[config.mk]
export PLATFORM = sky130hd
export DESIGN_NAME = mic_packet_tx_flat
export DESIGN_NICKNAME = d
export VERILOG_FILES = /design/src/rtl/mic_packet_tx_if.sv /design/src/rtl/mic_packet_tx.sv /design/src/flat_wrapper.sv
export SDC_FILE = /design/constraint.sdc
export NUM_CORES = 1
export LEC_CHECK = 0
export ABC_CLOCK_PERIOD_IN_PS = 4600
export BUFFER_PORTS_ARGS = -buffer_cell sky130_fd_sc_hd__buf_2
export CAP_MARGIN = 10
export CORE_MARGIN = 4
export CORE_UTILIZATION = 47
export CTS_BUF_LIST = sky130_fd_sc_hd__clkbuf_8 sky130_fd_sc_hd__clkbuf_16
export DETAILED_ROUTE_END_ITERATION = 8
export SLEW_MARGIN = 30
export SYNTH_ARGS = -nofsm -noshare
export SYNTH_HDL_FRONTEND = slang
export SYNTH_SLANG_ARGS = --single-unit
[constraint.sdc]
create_clock -name clk -period 4.6 [get_ports clk]
set_clock_uncertainty 0.1 [all_clocks]
set_input_delay 0.92 -clock clk [delete_from_list [all_inputs] [get_ports clk]]
set_output_delay 0.92 -clock clk [all_outputs]
set_load 0.005 [all_outputs]
[src/rtl/mic_packet_tx_if.sv]
// Handshake bundle for mic_packet_tx.
//   Capture side : mic_data, mic_data_valid (to DUT), mic_data_retrieved (from DUT)
//   Transmit side: pkt_grant, bit_tick (to DUT); pkt_req, tx_data, tx_active, pkt_done (from DUT)
// slave  = the packetiser itself; master = the capture stage plus monitor transmitter.
interface mic_packet_tx_if;
  logic [31:0] mic_data;
  logic        mic_data_valid;
  logic        mic_data_retrieved;
  logic        pkt_req;
  logic        pkt_grant;
  logic        bit_tick;
  logic        tx_data;
  logic        tx_active;
  logic        pkt_done;

  modport slave (
    input  mic_data, mic_data_valid, pkt_grant, bit_tick,
    output mic_data_retrieved, pkt_req, tx_data, tx_active, pkt_done
  );

  modport master (
    output mic_data, mic_data_valid, pkt_grant, bit_tick,
    input  mic_data_retrieved, pkt_req, tx_data, tx_active, pkt_done
  );
endinterface

[src/rtl/mic_packet_tx.sv]
// mic_packet_tx: buffers 32-bit u-law words from the capture stage in a small
// FIFO and serialises each one as a sound-in packet {HDR, word} MSB first
// in a transmit slot granted by the monitor transmitter.
// Ports:
//   clk, rst_n        mon clock, asynchronous active-low reset
//   record_start      pulse, clears the sticky overflow flag
//   record_stop       pulse, flushes the FIFO (a packet in flight completes)
//   bus (slave)       capture handshake + transmit slot/serial interface
//   fifo_level        FIFO occupancy 0..FIFO_DEPTH
//   overflow          sticky, a word was held off while the FIFO was full
// Optional feature: define MIC_TX_PARITY_EN to append an odd-parity bit over
// the 32 data bits after data bit 0 (41-bit packets instead of 40).
module mic_packet_tx #(
  parameter int unsigned FIFO_DEPTH = 4,
  parameter logic [7:0]  HDR        = 8'hC7
) (
  input  logic                            clk,
  input  logic                            rst_n,
  input  logic                            record_start,
  input  logic                            record_stop,
  mic_packet_tx_if.slave                  bus,
  output logic [$clog2(FIFO_DEPTH):0]     fifo_level,
  output logic                            overflow
);

  localparam int unsigned PW     = $clog2(FIFO_DEPTH);
  localparam int unsigned LW     = PW + 1;
  localparam int unsigned DATA_W = 32;
`ifdef MIC_TX_PARITY_EN
  localparam int unsigned PKT_BITS = 41;
`else
  localparam int unsigned PKT_BITS = 40;
`endif
  localparam int unsigned CNT_W = 6;

  typedef enum logic [1:0] {IDLE, REQ, SEND, DONE} state_t;

  logic [DATA_W-1:0]   mem_q [FIFO_DEPTH];
  logic [PW-1:0]       wr_ptr_q, rd_ptr_q;
  logic [LW-1:0]       count_q;
  logic                armed_q;
  logic                overflow_q;
  logic                retrieved_q;

  state_t              state_q;
  logic [PKT_BITS-1:0] shreg_q;
  logic [CNT_W-1:0]    bit_cnt_q;
  logic                pkt_req_q;
  logic                tx_data_q;
  logic                tx_active_q;
  logic                pkt_done_q;

  logic                full;
  logic                pop;
  logic                accept;
  logic                holdoff;
  logic                last_tick;
  logic [DATA_W-1:0]   head;
  logic [PKT_BITS-1:0] load_word;

  // Handshake / FIFO control; pop is evaluated before the full check so a
  // write into a full FIFO is allowed in the cycle its head is granted.
  always_comb begin
    full      = (count_q == LW'(FIFO_DEPTH));
    head      = mem_q[rd_ptr_q];
    pop       = (state_q == REQ) && bus.pkt_grant && !record_stop;
    accept    = bus.mic_data_valid && armed_q && (!full || pop);
    holdoff   = bus.mic_data_valid && armed_q && full && !pop;
    last_tick = (state_q == SEND) && bus.bit_tick &&
                (bit_cnt_q == CNT_W'(PKT_BITS - 1));
`ifdef MIC_TX_PARITY_EN
    // Odd parity: data plus parity bit carries an odd number of ones.
    load_word = {HDR, head, ~(^head)};
`else
    load_word = {HDR, head};
`endif
  end

  // FIFO storage; a word accepted alongside record_stop is dropped.
  always_ff @(posedge clk) begin
    if (accept && !record_stop) begin
      mem_q[wr_ptr_q] <= bus.mic_data;
    end
  end

  // FIFO pointers and occupancy (power-of-two depth wraps naturally).
  always_ff @(posedge clk or negedge rst_n) begin
    if (!rst_n) begin
      wr_ptr_q <= '0;
      rd_ptr_q <= '0;
      count_q  <= '0;
    end else if (record_stop) begin
      wr_ptr_q <= '0;
      rd_ptr_q <= '0;
      count_q  <= '0;
    end else begin
      if (accept) wr_ptr_q <= wr_ptr_q + PW'(1);
      if (pop)    rd_ptr_q <= rd_ptr_q + PW'(1);
      count_q <= count_q + LW'(accept) - LW'(pop);
    end
  end

  // Input side: one take per valid assertion, sticky overflow.
  always_ff @(posedge clk or negedge rst_n) begin
    if (!rst_n) begin
      armed_q     <= 1'b1;
      retrieved_q <= 1'b0;
      overflow_q  <= 1'b0;
    end else begin
      retrieved_q <= accept;
      if (accept)                   armed_q <= 1'b0;
      else if (!bus.mic_data_valid) armed_q <= 1'b1;
      if (record_start)             overflow_q <= 1'b0;
      else if (holdoff)             overflow_q <= 1'b1;
    end
  end

  // Packet FSM with registered outputs.
  always_ff @(posedge clk or negedge rst_n) begin
    if (!rst_n) begin
      state_q     <= IDLE;
      shreg_q     <= '0;
      bit_cnt_q   <= '0;
      pkt_req_q   <= 1'b0;
      tx_data_q   <= 1'b0;
      tx_active_q <= 1'b0;
      pkt_done_q  <= 1'b0;
    end else begin
      pkt_done_q <= 1'b0;
      unique case (state_q)
        IDLE: begin
          if ((count_q != '0) && !record_stop) begin
            state_q   <= REQ;
            pkt_req_q <= 1'b1;
          end
        end
        REQ: begin
          if (record_stop) begin
            state_q   <= IDLE;
            pkt_req_q <= 1'b0;
          end else if (bus.pkt_grant) begin
            state_q     <= SEND;
            pkt_req_q   <= 1'b0;
            shreg_q     <= load_word;
            bit_cnt_q   <= '0;
            tx_active_q <= 1'b1;
            tx_data_q   <= HDR[7];
          end
        end
        SEND: begin
          // record_stop is deliberately ignored here: the packet completes.
          if (bus.bit_tick) begin
            shreg_q   <= shreg_q << 1;
            bit_cnt_q <= bit_cnt_q + CNT_W'(1);
            if (last_tick) begin
              state_q     <= DONE;
              tx_active_q <= 1'b0;
              tx_data_q   <= 1'b0;
              pkt_done_q  <= 1'b1;
            end else begin
              tx_data_q <= shreg_q[PKT_BITS-2];
            end
          end
        end
        DONE: begin
          state_q <= IDLE;
        end
        default: begin
          state_q <= IDLE;
        end
      endcase
    end
  end

  assign bus.mic_data_retrieved = retrieved_q;
  assign bus.pkt_req            = pkt_req_q;
  assign bus.tx_data            = tx_data_q;
  assign bus.tx_active          = tx_active_q;
  assign bus.pkt_done           = pkt_done_q;
  assign fifo_level             = count_q;
  assign overflow               = overflow_q;

endmodule

[src/flat_wrapper.sv]
// flat-port wrapper written by rule: the top's interface ports become plain ports
module mic_packet_tx_flat 
#(
  parameter int unsigned FIFO_DEPTH = 4,
  parameter logic [7:0]  HDR        = 8'hC7
)
  (clk, rst_n, record_start, record_stop, fifo_level, overflow, bus_mic_data, bus_mic_data_valid, bus_pkt_grant, bus_bit_tick, bus_mic_data_retrieved, bus_pkt_req, bus_tx_data, bus_tx_active, bus_pkt_done);
  mic_packet_tx_if bus_i ();
  input  logic clk;
  input  logic rst_n;
  input  logic record_start;
  input  logic record_stop;
  output logic [$clog2(FIFO_DEPTH):0] fifo_level;
  output logic overflow;
  input wire logic [$bits(bus_i.mic_data)-1:0] bus_mic_data;
  input wire logic [$bits(bus_i.mic_data_valid)-1:0] bus_mic_data_valid;
  input wire logic [$bits(bus_i.pkt_grant)-1:0] bus_pkt_grant;
  input wire logic [$bits(bus_i.bit_tick)-1:0] bus_bit_tick;
  output wire logic [$bits(bus_i.mic_data_retrieved)-1:0] bus_mic_data_retrieved;
  output wire logic [$bits(bus_i.pkt_req)-1:0] bus_pkt_req;
  output wire logic [$bits(bus_i.tx_data)-1:0] bus_tx_data;
  output wire logic [$bits(bus_i.tx_active)-1:0] bus_tx_active;
  output wire logic [$bits(bus_i.pkt_done)-1:0] bus_pkt_done;
  assign bus_i.mic_data = bus_mic_data;
  assign bus_i.mic_data_valid = bus_mic_data_valid;
  assign bus_i.pkt_grant = bus_pkt_grant;
  assign bus_i.bit_tick = bus_bit_tick;
  assign bus_mic_data_retrieved = bus_i.mic_data_retrieved;
  assign bus_pkt_req = bus_i.pkt_req;
  assign bus_tx_data = bus_i.tx_data;
  assign bus_tx_active = bus_i.tx_active;
  assign bus_pkt_done = bus_i.pkt_done;
  mic_packet_tx #(.FIFO_DEPTH(FIFO_DEPTH), .HDR(HDR)) u_core (.clk(clk), .rst_n(rst_n), .record_start(record_start), .record_stop(record_stop), .bus(bus_i), .fifo_level(fifo_level), .overflow(overflow));
endmodule
After elaboration in Yosys (flattened, before gate mapping)
Memories as Yosys holds them, arrays and structs flattened.
Index checks and enable logic that the tools add are counted.

cells by class
  add/subtract/negate cells = 5
  equality and inequality tests = 12
  mux-type cells = 40
  reduce and logical (&&, ||, !) cells = 25

operator list
  operator                                                         number
  39-bit two-way mux                                               3
  39-bit one-hot mux with 2 select lines                           1
  1-bit two-way mux                                                18
  2-bit two-way mux                                                9
  6-bit two-way mux                                                3
  6-bit one-hot mux with 2 select lines                            1
  1-bit logical AND                                                10
  2-bit nonzero test                                               5
  2-bit one-hot mux with 4 select lines                            1
  4-bit AND reduction                                              2
  6-bit by 1-bit adder with 6-bit output, second input constant    1
  6-bit equality test, second input constant                       1
  2-bit by 1-bit != test with 1-bit output, second input constant  3
  2-bit != test, second input constant                             3
  1-bit one-hot mux with 2 select lines                            3
  5-bit AND reduction                                              1
  2-bit by 1-bit adder with 2-bit output, second input constant    2
  2-bit equality test, second input constant                       2
  3-bit by 1-bit adder with 3-bit output                           1
  3-bit equality test, second input constant                       1
  1-bit logical NOT                                                3
  3-bit two-way mux                                                1
  3-bit != test, second input constant                             1
  3-bit AND reduction                                              1
  5 further kinds                                                  5

word-level totals
  register bits after elaboration = 61
  memory bits (writable) = 128
  bits of input ports = 39
  output and inout port bits = 9
  logic and storage cells = 96
  memories kept = 1

memories
  name          words  bits a word  rd ports  clocked after Yosys merged registers in  write ports  line                 RTL
  u_core.mem_q  4      32           1         0                                        1            mic_packet_tx.sv:38  logic [DATA_W-1:0] mem_q [FIFO_DEPTH];

Depth between registers and ports, before layout
Gate-level depths: netlist of run 1.

  depth in word-level cells = 8
  mapped depth = 12
  mapped depth without buffers = 9

Worst setup path after synthesis of run 1
OpenSTA, ideal clock, no wires.

  kind = input-to-reg
  from = in record_stop
  to = mem u_core.mem_q[0][0] (enable)
  library setup time = 0.468 ns
  arrival time = 4.074 ns
  data required time = 4.032 ns
  path slack = -0.041 ns
  stages on the path = 5
  buffers on the path = 2
  cells stage by stage = buf_2 nand4bb_1 buf_4 a31o_2 nor3b_1

between the ends
  cells in the longest elaborated chain, start to end = 7

RTL lines
  element                                    line                                      RTL
  start: declaration                         flat_wrapper.sv:12                        input logic record_stop;
  1-bit logical NOT *                        mic_packet_tx.sv:66, mic_packet_tx.sv:81
  1-bit logical AND                          mic_packet_tx.sv:66                       pop = (state_q == REQ) && bus.pkt_grant && !record_stop;
  1-bit logical OR                           mic_packet_tx.sv:67                       accept = bus.mic_data_valid && armed_q && (!full || pop);
  1-bit logical AND                          mic_packet_tx.sv:67
  1-bit logical AND *                        mic_packet_tx.sv:81                       if (accept && !record_stop) begin
  1-bit two-way mux *                        mic_packet_tx.sv:81
  1-bit two-way mux (not written as such) *  mic_packet_tx.sv:82                       mem_q[wr_ptr_q] <= bus.mic_data;
  end: declaration                           mic_packet_tx.sv:38

Every way passes the cells marked *; elsewhere a longest branch is shown, timed or not.

Worst setup path after layout of run 1
  from = in record_stop
  to = reg u_core.count_q[2], in the netlist u_core.fifo_level[2]

between the ends
  cells in the longest elaborated chain, start to end = 7

RTL lines
  element                                      line                 RTL
  1-bit logical NOT                            mic_packet_tx.sv:66
  1-bit logical AND                            mic_packet_tx.sv:66
  1-bit logical OR                             mic_packet_tx.sv:67
  1-bit logical AND                            mic_packet_tx.sv:67
  3-bit by 1-bit adder with 3-bit output       mic_packet_tx.sv:99  count_q <= count_q + LW'(accept) - LW'(pop);
  3-bit by 1-bit subtractor with 3-bit output  mic_packet_tx.sv:99
  3-bit two-way mux *                          mic_packet_tx.sv:92  end else if (record_stop) begin
  end signal: assignment                       mic_packet_tx.sv:99
  end: declaration                             mic_packet_tx.sv:40  logic [LW-1:0] count_q;

Marks and branches as above.
A chain may end at the register's enable or synchronous reset.

==> impl_results.md, run 1 <==
* H-tree depth at 4
* Post-synthesis compound-gate area fraction at 5.11%
* Routed wire length at 13800 microns
* Worst EP required at 4.81 ns
* Final Max Tran Viols at 0
* Clk buf depth at 2
* Commonest cells after routing, fill and taps aside: edfxtp_1 (128), nand2_1 (70), dfrtp_1 (58), buf_2 (46), mux4_2 (32)
* Cts hold-fix bufs at 0
* Post-DRT Antenna Nets at 0
* Largest net degree at the start of global routing at 42
* Starting Density at 48.7%
* Crit. End Element: flip-flop
* Avg Cell Area, Syn at 16.0 sq um
* Synth cell types at 47
* CTS tree: built
* Max-cap violations at 0
* Routability Congestion at 0.713
* Drt first pass iters at 5
* Post-CTS resize count at 0
* Setup repair after global routing missed its margin: false
* Placed cell count at 709
* Peak supply drop at 0.000306 V
* Final Setup Violations at 0
* 1st-iter DRT viols at 283
* Syn-to-layout area delta at 13.2%
* Hold Path Class: in -> async
* Adder-cell share of the synthesized area at 1.43%
* Total power at 0.00408 W
* Kind of critical path: in -> reg
* Ant. Diodes at 0
* Syn_nets at 518
* Finished Layout Cells at 740
* Die Width at 134 microns
* Number of nets in the layout at 564
* Drc violations at 0
* Clk_lat worst skew at 0.43 ns
* Mux contribution to synthesized area at 9.88%
* Hold Vio Cnt, Final at 0
* Mapped Cells at 471
* Yosys reg bits at 189
* Post-CTS setup buffers at 0
* Yosys Warn Count at 0
* Sequential share of the synthesized area at 71.5%
* Final min period at 3.29 ns
* Commonest non-fill, non-tap cell in the layout: edfxtp_1
* Vias in the first global route at 4194
* Global-route wire length before repair at 22800 microns
* Die Span Y at 134 microns
* Outcome: finished clean
* Post-synth EDFFs at 128
* Critical Path AT at 3.50 ns
* PwrDens at 480 nW/um^2
* Most used DFF post-synth: edfxtp_1
* Slew margin rel. at 41.2%
* Cell Rows at 45
* Largest family of logic cells by synthesized area: multiplexers
* Area of the die at 18100 sq um
* Critical Path Fanout Max at 39
* Clk sink count at 189
* Synth Area in XOR/XNOR at 0.466%
* Async set or reset register ratio after synthesis at 32.3%
* PortBufs at 47
* Io pins at 48
* Clock root cell: clkbuf_16
* Worst-path clk slew at 0.07 ns
* Tightest Pin Transition at 0.882 ns
* Post-DP HPWL at 8040 microns
* LEAKAGE at 3.08 nW
* Fillers at 1238
* Mapped Area at 7510 sq um
* GRT Residual Overflow at 0
* Routed len/inst at 18.6 microns
* Crit share post-route at 71.4%
* Core ar. at 15400 sq um
* Gr usage total at 16.7%
* Simple logic cell fraction of the synthesized area at 8.88%
* Max Fclk at 304 MHz
* Num CTS Buffers at 17
* Layout cells sized above 1 at 25.0%
* CP Launch Type: input pin
* Vias post-DR at 4077
* Routed vias/inst at 5.51
* Initial antenna violation count at 0
==> worst paths after layout <==
path	start	endpoint	slack (ns)	cells after the start
worst min register to register	u_core.bus.tx_active	u_core.bus.tx_active	0.38	1
worst min-delay path	rst_n	u_core.bus.pkt_req	0.37	1
worst max register to register	flip-flop	u_core.fifo_level[2]	1.51	9
min in group clk	u_core.bus.tx_active	u_core.bus.tx_active	0.38	1
max in group asynchronous	rst_n	u_core.bit_cnt_q[2]	3.32	2
worst max-delay path	record_stop	u_core.fifo_level[2]	1.31	10
==> state kept, by name, indices dropped and copies added (netlist names), 2 cells and up, named ones only <==
register,cells
u_core.mem_q,128
u_core.shreg_q,39
u_core.bit_cnt_q,6
u_core.fifo_level,3
u_core.rd_ptr_q,2
u_core.wr_ptr_q,2
==> logic make-up (layout without fill, tap and decap cells) <==
kind of cell    count (synthesis)  in the layout
fa+ha+maj                       8              8
buf+inv                        40             98
simple gates                  139            139
flops                         189            189
xor+xnor                        4              4
compound gates                 57             57
mux                            34             34
==> critical path: stages <==
cell and delay, ns:
buf_2 0.21, nand4bb_1 0.51, inv_2 0.70, ha_1 0.36, inv_1 0.05, ha_1 0.12, inv_1 0.05, fa_1 0.37
xnor2_1 0.16, nor2_1 0.05
==> stage by stage <==
stage                     area [sq um]  hold slack, ns  setup TNS, ns  utilization [%]  worst slack (ns)
after floorplan                   7510           0.358          -5.31                -           -0.0415
after global placement            7940           0.358              0             51.5             0.964
after detailed placement          7940           0.368              0             51.5             0.871
after CTS                         8500           0.383              0             55.1              1.33
after global routing              8510           0.414              0             55.2              1.14
final                             8510           0.369              0             55.2              1.31
==> report_power, final <==
| part | switching [W] | internal [W] | total (W) |
|---|---|---|---|
| Sequential | 0.000126 | 0.00202 | 0.00215 |
| Clock | 0.000641 | 0.000756 | 0.00140 |
| Combinational | 0.000308 | 0.000233 | 0.000541 |
==> synth_stat cells (2+ instances only) <==
| cell type | count | area (sq um) |
|---|---|---|
| a21oi_1 | 3 | 15.0 |
| a22o_1 | 5 | 43.8 |
| a31oi_1 | 31 | 194 |
| buf_2 | 12 | 60.1 |
| buf_4 | 7 | 52.6 |
| buf_6 | 2 | 22.5 |
| clkbuf_1 | 9 | 33.8 |
| dfrtp_1 | 60 | 1500 |
| edfxtp_1 | 128 | 3840 |
| ha_1 | 7 | 87.6 |
| inv_1 | 8 | 30.0 |
| inv_2 | 2 | 7.51 |
| mux4_2 | 32 | 721 |
| nand2_1 | 70 | 263 |
| nand2b_1 | 3 | 18.8 |
| nand3_1 | 2 | 10.0 |
| nand4_1 | 3 | 18.8 |
| nand4b_1 | 2 | 17.5 |
| nor2_1 | 11 | 41.3 |
| nor2b_1 | 2 | 12.5 |
| nor3_1 | 31 | 155 |
| nor3b_1 | 4 | 30.0 |
| o21ai_0 | 6 | 30.0 |
| o22a_1 | 4 | 35.0 |
| or3_1 | 3 | 18.8 |
| xor2_1 | 3 | 26.3 |
==> final cells by class <==
type | instances | area, sq um | area share, %
inverter | 10 | 37.5 | 0.441
tap | 211 | 264 | 3.10
clock buffer | 17 | 425 | 5.00
timing repair buffer | 57 | 313 | 3.68
multi-input combinational | 242 | 1960 | 23.0
sequential | 189 | 5380 | 63.2
clock inverter | 14 | 134 | 1.57
==> routing by layer <==
metal	vias up	part of all wire [%]	global-route usage (%)	routed length, microns
met5	-	0	0	0
met3	17	3.7	4.24	505
met4	0	1.6	5.88	217
met1	2086	45	22.5	6180
li1	1893	-	-	-
met2	81	50	26.5	6890
No activity file was read; power rests on OpenSTA's default activity.
==> run 2: changes to the inputs <==
ABC_CLOCK_PERIOD_IN_PS = 3400   (was 4600)
clock period = 3.4 ns   (was 4.6 ns; I/O delays follow)
==> run 2 against run 1 <==
Effect of this change:
- global-route usage fell by 0.065 points
- register-to-register slack worse by 0.68 ns
- largest cell class unchanged
- cell count is 0.41% higher
- largest power group unchanged
- clock-buffer cell count rose by 1
- first-iteration DRC count increased by 2.1%
- sequential share of layout area down 0.78 points
- combinational power up 36%
- worst setup slack worse by 0.48 ns
- via count grew 0.27%
==> impl_results.md, run 2 (synthesis gave the netlist of run 1 again) <==
* Gr usage total at 16.6% (-0.065 points)
* Net Sw Frac at 26.9% (+0.55 points)
* Comb pwr share at 13.4% (+0.2 points)
* Final core utilization at 55.8% (+0.65 points)
* Drc violations at 0 (unchanged)
* Post-DRT Antenna Nets at 0 (unchanged)
* Outcome: finished clean
* Setup repair after global routing missed its margin: false
* Clock root cell: clkbuf_16
* Die Span Y at 134 microns (unchanged)
* Post-DP HPWL at 8160 microns (+1.5%)
* Worst-path clk slew at 0.07 ns (about the same)
* Register area at 5370 sq um (about the same)
* Final min period at 2.57 ns
* Cts hold-fix bufs at 0 (unchanged)
* Top Registers: u_core.mem_q x128, u_core.shreg_q x39, u_core.bit_cnt_q x6
* Post-CTS setup buffers at 0 (unchanged)
* Num CTS Buffers at 17 (unchanged)
* Initial antenna violation count at 0 (unchanged)
* PwrDens at 641 nW/um^2 (+34%)
* Hold Path Class: in -> async
* Vias post-DR at 4088 (+0.27%)
* 1st-iter DRT viols at 289 (+2.1%)
* Fillers at 1256 (+1.5%)
* Multi-input logic area at 1960 sq um (unchanged)
* Hold Vio Cnt, Final at 0 (unchanged)
* Post-CTS resize count at 0 (unchanged)
* Critical Path Fanout Max at 11 (-72%)
* Routed vias/inst at 5.50 (-0.14%)
* Placed cell count at 711 (+0.28%)
* Final Max Tran Viols at 0 (unchanged)
* Starting Density at 48.7% (unchanged)
* Syn-to-layout area delta at 14.6%
* Io pins at 48 (unchanged)
* LEAKAGE at 3.12 nW (+1.1%)
* Number of nets in the layout at 566 (+0.35%)
* Core ar. at 15400 sq um (unchanged)
* Tightest Pin Transition at 0.760 ns (-0.122 ns)
* Clk sink count at 189 (unchanged)
* Global-route wire length before repair at 23100 microns (+1.5%)
* Max Fclk at 389 MHz
* Critical Path AT at 2.76 ns (-0.74 ns)
* Die Width at 134 microns (unchanged)
* Design area at 8610 sq um (+1.2%)
* Crit share post-route at 75.5%
* Layout cells sized above 1 at 25.2% (+0.24 points)
* Worst EP required at 3.59 ns (-1.22 ns)
* Top reg by flops: u_core.mem_q
* Max-cap violations at 0 (unchanged)
* Commonest cells after routing, fill and taps aside: edfxtp_1 (128), nand2_1 (70), dfrtp_1 (59), buf_2 (47), mux4_2 (32)
* Cell Rows at 45 (unchanged)
* Vias in the first global route at 4269 (+1.8%)
* Finished Layout Cells at 743 (+0.41%)
* Net switching power at 0.00148 W (+38%)
* CTS tree: built
* Routed wire length at 13800 microns (-0.21%)
* Clock share of power at 33.9% (-0.3 points)
* Internal at 0.00403 W (+34%)
* Slew margin rel. at 49.3% (+8.1 points)
* Commonest non-fill, non-tap cell in the layout: edfxtp_1
* Ant. Diodes at 0 (unchanged)
* Kind of critical path: reg -> reg
* Final Setup Violations at 0 (unchanged)
* Clk buf depth at 2 (unchanged)
* Max reg flops at 128 (unchanged)
* Drt first pass iters at 4 (-1)
* Sequential Power Share at 52.8% (+0.2 points)
* Clk_lat worst skew at 0.42 ns (about the same)
* Largest net degree at the start of global routing at 39 (-7.1%)
* Post-DP Area at 8050 sq um (+1.3%)
* Setup WS pre-CTS at 0.430 ns (-0.441 ns)
* Peak supply drop at 0.000420 V (+37%)
* GRT Residual Overflow at 0 (unchanged)
* H-tree depth at 4 (unchanged)
* Area of the die at 18100 sq um (unchanged)
* Routed len/inst at 18.5 microns (-0.61%)
* Crit. End Element: flip-flop
* PortBufs at 47 (unchanged)
* Final WS setup at 0.832 ns (-0.483 ns)
* CP Launch Type: flip-flop
* Total power at 0.00552 W (+35%)
* Routability Congestion at 0.736 (+3.1%)
-- run 2: critical path, cell delays in order (launching register included) --
cell and delay [ns]:
dfrtp_1 0.50, nand4bb_1 0.50, a31o_2 0.45, inv_2 0.11, ha_1 0.15, inv_1 0.05, fa_1 0.38, xnor2_1 0.16
nor2_1 0.05
-- run 2: power by group through the flow --
stage | Clock, W | Combinational [W] | Sequential, W
after detailed placement | 0 | 0.000747 | 0.00295
after CTS | 0.00191 | 0.000750 | 0.00291
after global routing | 0.00202 | 0.000847 | 0.00294
after floorplan | 0 | 0.000552 | 0.00290
after global placement | 0 | 0.000722 | 0.00294
final | 0.00187 | 0.000738 | 0.00291
-- run 2: cell type report --
class | count | area share, %
inverter | 10 | 0.436
multi-input combinational | 242 | 22.7
timing repair buffer | 59 | 4.80
clock buffer | 18 | 5.10
sequential | 189 | 62.4
clock inverter | 14 | 1.44
tap | 211 | 3.07
-- run 2: worst paths after layout --
check                                     start                    to  slack [ns]  cells after the start
setup / recovery                      flip-flop  u_core.fifo_level[2]        0.83                      8
hold / removal                            rst_n       u_core.overflow        0.24                      1
setup reg to reg                      flip-flop  u_core.fifo_level[2]        0.83                      8
hold reg to reg            u_core.bus.tx_active  u_core.bus.tx_active        0.37                      1
max in group asynchronous                 rst_n    u_core.rd_ptr_q[0]        2.33                      2
min in group clk                   record_start       u_core.overflow        0.31                      2
-- run 2: metrics by stage --
stage | setup TNS, ns | hold slack (ns)
after CTS | 0 | 0.233
after detailed placement | 0 | 0.363
after floorplan | -128.19 | 0.284
after global routing | 0 | 0.273
after global placement | 0 | 0.362
final | 0 | 0.235
-- run 2: routing by layer --
metal  share of wire (%)  track usage [%]
met1                  46             22.9
met4                 1.0             4.64
met2                  49             26.8
met3                 4.3             3.86
met5                   0                0
